## config.mk

```make
export PLATFORM = sky130hd
export DESIGN_NAME = tile_seq_gen
export DESIGN_NICKNAME = d
export VERILOG_FILES = /design/src/rtl/tile_seq_gen.sv
export SDC_FILE = /design/constraint.sdc
export NUM_CORES = 1
export LEC_CHECK = 0
export CELL_PAD_IN_SITES_DETAIL_PLACEMENT = 1
export CELL_PAD_IN_SITES_GLOBAL_PLACEMENT = 2
export CORE_UTILIZATION = 34
export CTS_CLUSTER_SIZE = 40
export DETAILED_ROUTE_END_ITERATION = 7
export PLACE_DENSITY_LB_ADDON = 0.1
export RECOVER_POWER = 100
export REMOVE_ABC_BUFFERS = 1
export SYNTH_ARGS = -nofsm -noshare
export SYNTH_HDL_FRONTEND = slang
export SYNTH_SLANG_ARGS = --single-unit
export TNS_END_PERCENT = 5
```

## constraint.sdc

```tcl
create_clock -name clk -period 9.4 [get_ports clk]
set_input_delay 1.88 -clock clk [delete_from_list [all_inputs] [get_ports clk]]
set_output_delay 1.88 -clock clk [all_outputs]
set_load 0.02 [all_outputs]
```

## src/rtl/tile_seq_gen.sv

```systemverilog
// Tile sequencer: latches one layer geometry, then walks the output map in raster
// tiles, presenting each tile's output and input windows on a valid/ready handshake.
module tile_seq_gen #(
    parameter int unsigned DIM_W = 16
) (
    input  logic                   clk,
    input  logic                   rst_n,
    input  logic                   cfg_valid,
    output logic                   cfg_ready,
    input  logic [DIM_W-1:0]       cfg_img_h,
    input  logic [DIM_W-1:0]       cfg_img_w,
    input  logic [DIM_W-1:0]       cfg_tile_h,
    input  logic [DIM_W-1:0]       cfg_tile_w,
    input  logic [DIM_W-1:0]       cfg_stride,
    input  logic [DIM_W-1:0]       cfg_pad,
    input  logic [DIM_W-1:0]       cfg_kernel,
    input  logic                   start,
    output logic                   tile_valid,
    input  logic                   tile_ready,
    output logic [DIM_W-1:0]       tile_out_row,
    output logic [DIM_W-1:0]       tile_out_col,
    output logic [DIM_W-1:0]       tile_out_h,
    output logic [DIM_W-1:0]       tile_out_w,
    output logic signed [DIM_W:0]  tile_in_row,
    output logic signed [DIM_W:0]  tile_in_col,
    output logic [DIM_W-1:0]       tile_in_h,
    output logic [DIM_W-1:0]       tile_in_w,
    output logic                   tile_last,
    output logic                   done
);

    localparam int unsigned W1 = DIM_W + 1;
    localparam int unsigned W2 = DIM_W + 2;

    typedef enum logic [2:0] {
        S_IDLE  = 3'd0,
        S_ARMED = 3'd1,
        S_ISSUE = 3'd2,
        S_STEP  = 3'd3,
        S_DONE  = 3'd4
    } state_t;

    // Output map dimension: (img + 2*pad - kernel) >> s, plus one; zero if the kernel does not fit.
    function automatic logic [W1-1:0] f_out_dim(input logic [DIM_W-1:0] img,
                                                 input logic [DIM_W-1:0] pad,
                                                 input logic [DIM_W-1:0] kernel,
                                                 input logic             s);
        logic [W1-1:0] sum;
        logic [W1-1:0] num;
        sum = W1'(img) + (W1'(pad) << 1);
        num = sum - W1'(kernel);
        if (sum < W1'(kernel)) begin
            return '0;
        end
        return (num >> s) + W1'(1);
    endfunction

    function automatic logic [DIM_W-1:0] f_tile_out(input logic [W1-1:0]    dim,
                                                    input logic [W1-1:0]    pos,
                                                    input logic [DIM_W-1:0] tile);
        logic [W1-1:0] rem;
        rem = dim - pos;
        return (W1'(tile) < rem) ? tile : DIM_W'(rem);
    endfunction

    function automatic logic [W1-1:0] f_in_org(input logic [W1-1:0]    pos,
                                               input logic             s,
                                               input logic [DIM_W-1:0] pad);
        logic [W1-1:0] scaled;
        scaled = s ? (pos << 1) : pos;
        return scaled - W1'(pad);
    endfunction

    function automatic logic [DIM_W-1:0] f_in_size(input logic [DIM_W-1:0] tout,
                                                   input logic             s,
                                                   input logic [DIM_W-1:0] kernel);
        logic [W1-1:0] span;
        span = W1'(tout) - W1'(1);
        return DIM_W'((s ? (span << 1) : span) + W1'(kernel));
    endfunction

    function automatic logic f_reach(input logic [W1-1:0]    pos,
                                     input logic [DIM_W-1:0] tile,
                                     input logic [W1-1:0]    dim);
        return (W2'(pos) + W2'(tile)) >= W2'(dim);
    endfunction

    state_t            r_state;
    state_t            w_nx_state;

    logic [DIM_W-1:0]  r_tile_h, r_tile_w, r_pad, r_kernel;
    logic [DIM_W-1:0]  w_nx_tile_h, w_nx_tile_w, w_nx_pad, w_nx_kernel;
    logic              r_s, w_nx_s;
    logic [W1-1:0]     r_out_h, r_out_w, r_row, r_col;
    logic [W1-1:0]     w_nx_out_h, w_nx_out_w, w_nx_row, w_nx_col;

    logic              r_cfg_ready, r_tile_valid, r_last, r_done;
    logic              w_nx_cfg_ready, w_nx_tile_valid, w_nx_last, w_nx_done;
    logic [DIM_W-1:0]  r_o_row, r_o_col, r_o_h, r_o_w, r_i_h, r_i_w;
    logic [DIM_W-1:0]  w_nx_o_row, w_nx_o_col, w_nx_o_h, w_nx_o_w, w_nx_i_h, w_nx_i_w;
    logic [W1-1:0]     r_i_row, r_i_col;
    logic [W1-1:0]     w_nx_i_row, w_nx_i_col;

    // Candidate config on the cfg bus
    logic              w_cfg_s;
    logic [DIM_W-1:0]  w_cfg_tile_h, w_cfg_tile_w;
    logic [W1-1:0]     w_cfg_out_h, w_cfg_out_w;

    // Fields of the tile about to be presented: tile 0 on start, the advanced position from STEP
    logic [W1-1:0]     w_pos_row, w_pos_col;
    logic [DIM_W-1:0]  w_tout_h, w_tout_w, w_tin_h, w_tin_w;
    logic [W1-1:0]     w_tin_row, w_tin_col;
    logic              w_tlast;

    logic [W2-1:0]     w_col_sum;
    logic              w_col_wrap;
    logic [W1-1:0]     w_row_adv, w_col_adv;

    assign w_cfg_s      = (cfg_stride != DIM_W'(1));
    assign w_cfg_tile_h = (cfg_tile_h == '0) ? DIM_W'(1) : cfg_tile_h;
    assign w_cfg_tile_w = (cfg_tile_w == '0) ? DIM_W'(1) : cfg_tile_w;
    assign w_cfg_out_h  = f_out_dim(cfg_img_h, cfg_pad, cfg_kernel, w_cfg_s);
    assign w_cfg_out_w  = f_out_dim(cfg_img_w, cfg_pad, cfg_kernel, w_cfg_s);

    assign w_pos_row = (r_state == S_STEP) ? r_row : '0;
    assign w_pos_col = (r_state == S_STEP) ? r_col : '0;
    assign w_tout_h  = f_tile_out(r_out_h, w_pos_row, r_tile_h);
    assign w_tout_w  = f_tile_out(r_out_w, w_pos_col, r_tile_w);
    assign w_tin_row = f_in_org(w_pos_row, r_s, r_pad);
    assign w_tin_col = f_in_org(w_pos_col, r_s, r_pad);
    assign w_tin_h   = f_in_size(w_tout_h, r_s, r_kernel);
    assign w_tin_w   = f_in_size(w_tout_w, r_s, r_kernel);
    assign w_tlast   = f_reach(w_pos_row, r_tile_h, r_out_h) && f_reach(w_pos_col, r_tile_w, r_out_w);

    // Column-inner raster advance
    assign w_col_sum  = W2'(r_col) + W2'(r_tile_w);
    assign w_col_wrap = (w_col_sum >= W2'(r_out_w));
    assign w_col_adv  = w_col_wrap ? '0 : W1'(w_col_sum);
    assign w_row_adv  = w_col_wrap ? (r_row + W1'(r_tile_h)) : r_row;

    // Next-state and next-output logic
    always_comb begin
        w_nx_state      = r_state;
        w_nx_tile_h     = r_tile_h;
        w_nx_tile_w     = r_tile_w;
        w_nx_pad        = r_pad;
        w_nx_kernel     = r_kernel;
        w_nx_s          = r_s;
        w_nx_out_h      = r_out_h;
        w_nx_out_w      = r_out_w;
        w_nx_row        = r_row;
        w_nx_col        = r_col;
        w_nx_tile_valid = r_tile_valid;
        w_nx_last       = r_last;
        w_nx_done       = r_done;
        w_nx_o_row      = r_o_row;
        w_nx_o_col      = r_o_col;
        w_nx_o_h        = r_o_h;
        w_nx_o_w        = r_o_w;
        w_nx_i_row      = r_i_row;
        w_nx_i_col      = r_i_col;
        w_nx_i_h        = r_i_h;
        w_nx_i_w        = r_i_w;

        case (r_state)
            S_IDLE, S_ARMED, S_DONE: begin
                if (cfg_valid) begin
                    w_nx_state  = S_ARMED;
                    w_nx_tile_h = w_cfg_tile_h;
                    w_nx_tile_w = w_cfg_tile_w;
                    w_nx_pad    = cfg_pad;
                    w_nx_kernel = cfg_kernel;
                    w_nx_s      = w_cfg_s;
                    w_nx_out_h  = w_cfg_out_h;
                    w_nx_out_w  = w_cfg_out_w;
                    w_nx_done   = 1'b0;
                end else if (start && (r_state != S_IDLE)) begin
                    w_nx_row = '0;
                    w_nx_col = '0;
                    if ((r_out_h == '0) || (r_out_w == '0)) begin
                        w_nx_state = S_DONE;
                        w_nx_done  = 1'b1;
                    end else begin
                        w_nx_state      = S_ISSUE;
                        w_nx_tile_valid = 1'b1;
                        w_nx_o_row      = DIM_W'(w_pos_row);
                        w_nx_o_col      = DIM_W'(w_pos_col);
                        w_nx_o_h        = w_tout_h;
                        w_nx_o_w        = w_tout_w;
                        w_nx_i_row      = w_tin_row;
                        w_nx_i_col      = w_tin_col;
                        w_nx_i_h        = w_tin_h;
                        w_nx_i_w        = w_tin_w;
                        w_nx_last       = w_tlast;
                    end
                end
            end
            S_ISSUE: begin
                if (tile_ready) begin
                    w_nx_tile_valid = 1'b0;
                    if (r_last) begin
                        w_nx_state = S_DONE;
                        w_nx_done  = 1'b1;
                    end else begin
                        w_nx_state = S_STEP;
                        w_nx_row   = w_row_adv;
                        w_nx_col   = w_col_adv;
                    end
                end
            end
            S_STEP: begin
                w_nx_state      = S_ISSUE;
                w_nx_tile_valid = 1'b1;
                w_nx_o_row      = DIM_W'(w_pos_row);
                w_nx_o_col      = DIM_W'(w_pos_col);
                w_nx_o_h        = w_tout_h;
                w_nx_o_w        = w_tout_w;
                w_nx_i_row      = w_tin_row;
                w_nx_i_col      = w_tin_col;
                w_nx_i_h        = w_tin_h;
                w_nx_i_w        = w_tin_w;
                w_nx_last       = w_tlast;
            end
            default: begin
                w_nx_state = S_IDLE;
            end
        endcase

        w_nx_cfg_ready = (w_nx_state == S_IDLE) || (w_nx_state == S_ARMED) || (w_nx_state == S_DONE);
    end

    // State, config, counters and registered outputs
    always_ff @(posedge clk) begin
        if (!rst_n) begin
            r_state      <= S_IDLE;
            r_tile_h     <= '0;
            r_tile_w     <= '0;
            r_pad        <= '0;
            r_kernel     <= '0;
            r_s          <= 1'b0;
            r_out_h      <= '0;
            r_out_w      <= '0;
            r_row        <= '0;
            r_col        <= '0;
            r_cfg_ready  <= 1'b1;
            r_tile_valid <= 1'b0;
            r_last       <= 1'b0;
            r_done       <= 1'b0;
            r_o_row      <= '0;
            r_o_col      <= '0;
            r_o_h        <= '0;
            r_o_w        <= '0;
            r_i_row      <= '0;
            r_i_col      <= '0;
            r_i_h        <= '0;
            r_i_w        <= '0;
        end else begin
            r_state      <= w_nx_state;
            r_tile_h     <= w_nx_tile_h;
            r_tile_w     <= w_nx_tile_w;
            r_pad        <= w_nx_pad;
            r_kernel     <= w_nx_kernel;
            r_s          <= w_nx_s;
            r_out_h      <= w_nx_out_h;
            r_out_w      <= w_nx_out_w;
            r_row        <= w_nx_row;
            r_col        <= w_nx_col;
            r_cfg_ready  <= w_nx_cfg_ready;
            r_tile_valid <= w_nx_tile_valid;
            r_last       <= w_nx_last;
            r_done       <= w_nx_done;
            r_o_row      <= w_nx_o_row;
            r_o_col      <= w_nx_o_col;
            r_o_h        <= w_nx_o_h;
            r_o_w        <= w_nx_o_w;
            r_i_row      <= w_nx_i_row;
            r_i_col      <= w_nx_i_col;
            r_i_h        <= w_nx_i_h;
            r_i_w        <= w_nx_i_w;
        end
    end

    assign cfg_ready    = r_cfg_ready;
    assign tile_valid   = r_tile_valid;
    assign tile_out_row = r_o_row;
    assign tile_out_col = r_o_col;
    assign tile_out_h   = r_o_h;
    assign tile_out_w   = r_o_w;
    assign tile_in_row  = r_i_row;
    assign tile_in_col  = r_i_col;
    assign tile_in_h    = r_i_h;
    assign tile_in_w    = r_i_w;
    assign tile_last    = r_last;
    assign done         = r_done;

endmodule

```

==> run_results.csv <==
group,metric,value,unit
sta,tightestPinTransition,3.81,ns
cells_and_area,final_nets,3828,
sta,slew_violations,337,
placement,gp_congestion,0.920,
die,die_h,269,µm
critical_path,cpPeakStageDelay,0.48,ns
cells_and_area,final_cell_mix,"nand2_1 (411), a21oi_1 (364), ha_1 (307)",
cells_and_area,layout.cells.most_common,"nand2_1",
power,clkPwrFrac,24.9,%
yosys,synth_cell_types,102,
worst_hold_path,holdPathStages,2,
placement,portBuffers,250,
sta,setup-tns-final,0,ns
power,switching_share,44.5,%
clock_tree,cts.path.max_buffers,3,
die,rows,97,
critical_path,required,9.91,ns
yosys,ys.flop_type,"dfxtp_1",
power,p_comb_share,53.5,%
sta,maxSlewHeadroom,-154,%
status,status,"finished, violations left",
critical_path,timing.rr.start,"r_state[0]$_SDFF_PN0_",
cells_and_area,drive_gt1_share,4.01,%
sta,period_needed,8.76,ns
clock_tree,clock-sinks,270,
clock_tree,cts_max_level,2,
cells_and_area,antenna_cells,0,
yosys,synth-seq-cells,270,
job,maxCapViolations,8,
critical_path,worstPathMaxFanout,40,
drt,final_antenna_net_count,0,
clock_tree,cts_tree,"done",
clock_tree,clk_pin_slew,0.07,ns
die,start_util,34.5,%
critical_path,r2r_slack,0.64,ns
critical_path,ff2ff_path_depth,33,
grt,gr-total-overflow,0,
grt,grt_max_degree,114,
sta,fmax,0.114,GHz
yosys,yosysTopAreaCell,"dfxtp_1",
worst_hold_path,holdCritStartpoint,"tile_in_w[13]$_SDFFE_PN0P_",
worst_hold_path,hold_class,"register to register",
cells_and_area,seqCellArea,5410,µm²
yosys,syn_inst,3201,
cells_and_area,fill_cells,8532,
power,power_density,220,nW/µm²
yosys,synthTopCellsByArea,"dfxtp_1 (22%), ha_1 (16%), a21oi_1 (7.5%)",
yosys,synth_top_area_share,22.3,%
placement,place_hpwl,80300,µm
yosys,netlist_area,24200,µm²
status,violations,"capacitance limit, slew limit",
sta,finalCritPeriodShare,93.2,%
yosys,syn_avg_cell_area,7.56,µm²
critical_path,r2r_end,"tile_in_w[15]$_SDFFE_PN0P_",
critical_path,crit_path_top_delay_cell,"fa_1",
critical_path,criticalPathCategory,"register to register",
power,p_sw,2.84,mW
placement,pre_cts_ws,0.421,ns
power,intPower,3.53,mW
critical_path,arrival,9.27,ns
die,coreArea,70300,µm²
cells_and_area,syn_to_final_growth,19.5,%
cells_and_area,multi_input_area,17600,µm²
critical_path,cp_common_cell,"a21oi_1",
grt,grt_first_pass_wirelength,152000,µm
critical_path,critPathLaunchType,"register",
power,p_leak,12.6,nW
yosys,async_reset_ff_share,0,%
power,irDropWorstVdd,0.000125,V
clock_tree,cts-root-buf,"clkbuf_16",
die,pin_count,251,
critical_path,end_kind,"register",
sta,finalSetupViolCount,0,
drt,drt-wirelength-per-cell,23.1,µm
sta,fin_ws,0.643,ns
critical_path,cp-startpoint,"r_state[0]$_SDFF_PN0_",
sta,rsz0062_at_grt,"false",
die,die-width,269,µm
drt,drt_pre_antenna_iters,5,
grt,antenna_found_initial,0,
drt,drt_iter0_drc,1163,
drt,wl,101000,µm
sta,hold_slack,0.451,ns
grt,grt_pass1_vias,25380,
clock_tree,cts_setup_buffers,0,
yosys,synth_warnings,0,
drt,routed_via_density,5.59,
yosys,ys_seq_area_share,22.3,%
cells_and_area,final_core_util,41.2,%
clock_tree,clk_latency,0.58,ns
sta,fin_worst_skew,0.0254,ns
yosys,synth_edf_count,0,
worst_hold_path,hold_end,"tile_in_w[13]$_SDFFE_PN0P_",
drt,drc,0,
power,power_frac_seq,21.7,%
die,dieArea,72300,µm²
sta,hold_viol,0,
drt,vias,24326,
clock_tree,cts_made_buffers,38,
grt,track_usage,27.6,%
[metrics by stage]
step           cells  total power [mW]  area (µm²)
6_report        4355              6.37       28900
5_1_grt         4355              6.79       28900
4_1_cts         4355              6.42       29000
3_5_place_dp    4290              4.80       27600
3_3_place_gp    4290              4.72       27600
2_1_floorplan   3073              3.70       23700
[layer usage]
metal  wire (µm)  up-vias  track usage [%]
met3        2220      150             2.26
met4        3740        0             9.84
met2       51000      331             51.0
met1       43600    12051             32.9
li1            -    11794                -
met5           0        -                0
[synthesized netlist by cell type, types with 25 or more instances]
master,n
a211oi_1,57
nand2_1,412
mux2i_1,41
o211ai_1,26
a21oi_1,364
a22oi_1,34
nor2b_1,40
nor4_1,33
a21o_1,70
o21ai_0,130
clkbuf_1,103
xor2_1,69
inv_1,200
nor3_1,53
dfxtp_1,270
nor2_1,287
nand2b_1,25
o21a_1,40
nand4_1,33
xnor2_1,154
o21bai_1,37
ha_1,307
nand3_1,59
[what timing repair did]
action,in CTS,in global routing
resized for setup,0,3
hold buffers,0,0
setup endpoints to repair,0,3
[worst max-delay path: cells and delay by family (launching register included)]
kind	cells	cell delay [ns]
adder cells (fa/ha/maj)	3	1.17
flip-flops	1	0.47
buffers and inverters	2	0.84
AO/OA/AOI/OAI	18	4.16
AND/OR/NAND/NOR	6	1.27
multiplexers	1	0.10
XOR/XNOR	3	0.64
[flip-flops by register name (all words and copies together) (netlist names), 17 cells and up]
signal	cells
tile_in_row	17
r_row	17
tile_in_col	17
r_out_w	17
r_col	17
r_out_h	17
[how the worst max path moves through the flow]
| stage | endpoint | slack, ns |
|---|---|---|
| after floorplan | tile_in_h[15]$_SDFFE_PN0P_ | 0.42 |
| after global placement | tile_in_h[15]$_SDFFE_PN0P_ | 0.74 |
| after detailed placement | tile_in_h[15]$_SDFFE_PN0P_ | 0.42 |
| after CTS | tile_in_h[15]$_SDFFE_PN0P_ | 0.36 |
| after global routing | tile_in_h[15]$_SDFFE_PN0P_ | 0.04 |
| final | tile_in_w[15]$_SDFFE_PN0P_ | 0.64 |
[layout make-up]
class	count	area share, %
clock buffer	54	3.89
clock inverter	11	0.727
inverter	202	2.65
multi-input combinational	2601	60.7
sequential	270	18.7
tap	940	4.07
timing repair buffer	277	9.25
[power by group through the flow]
stage | Combinational (mW) | Clock, mW | Sequential (mW)
2_1_floorplan | 2.30 | 0 | 1.40
3_3_place_gp | 3.31 | 0 | 1.41
3_5_place_dp | 3.39 | 0 | 1.41
4_1_cts | 3.42 | 1.62 | 1.38
5_1_grt | 3.74 | 1.67 | 1.39
6_report | 3.41 | 1.58 | 1.38
[kinds of logic (layout without fill, tap and decap cells)]
kind of cell	count (synthesis)	in the layout	synth area share (%)
simple gates	1063	1063	20.2
compound gates	946	946	25.1
buf+inv	330	544	5.22
fa+ha+maj	321	321	17.0
flops	270	270	22.3
xor+xnor	223	223	8.07
mux	48	48	2.06
Power figures use the tool's default switching activity.
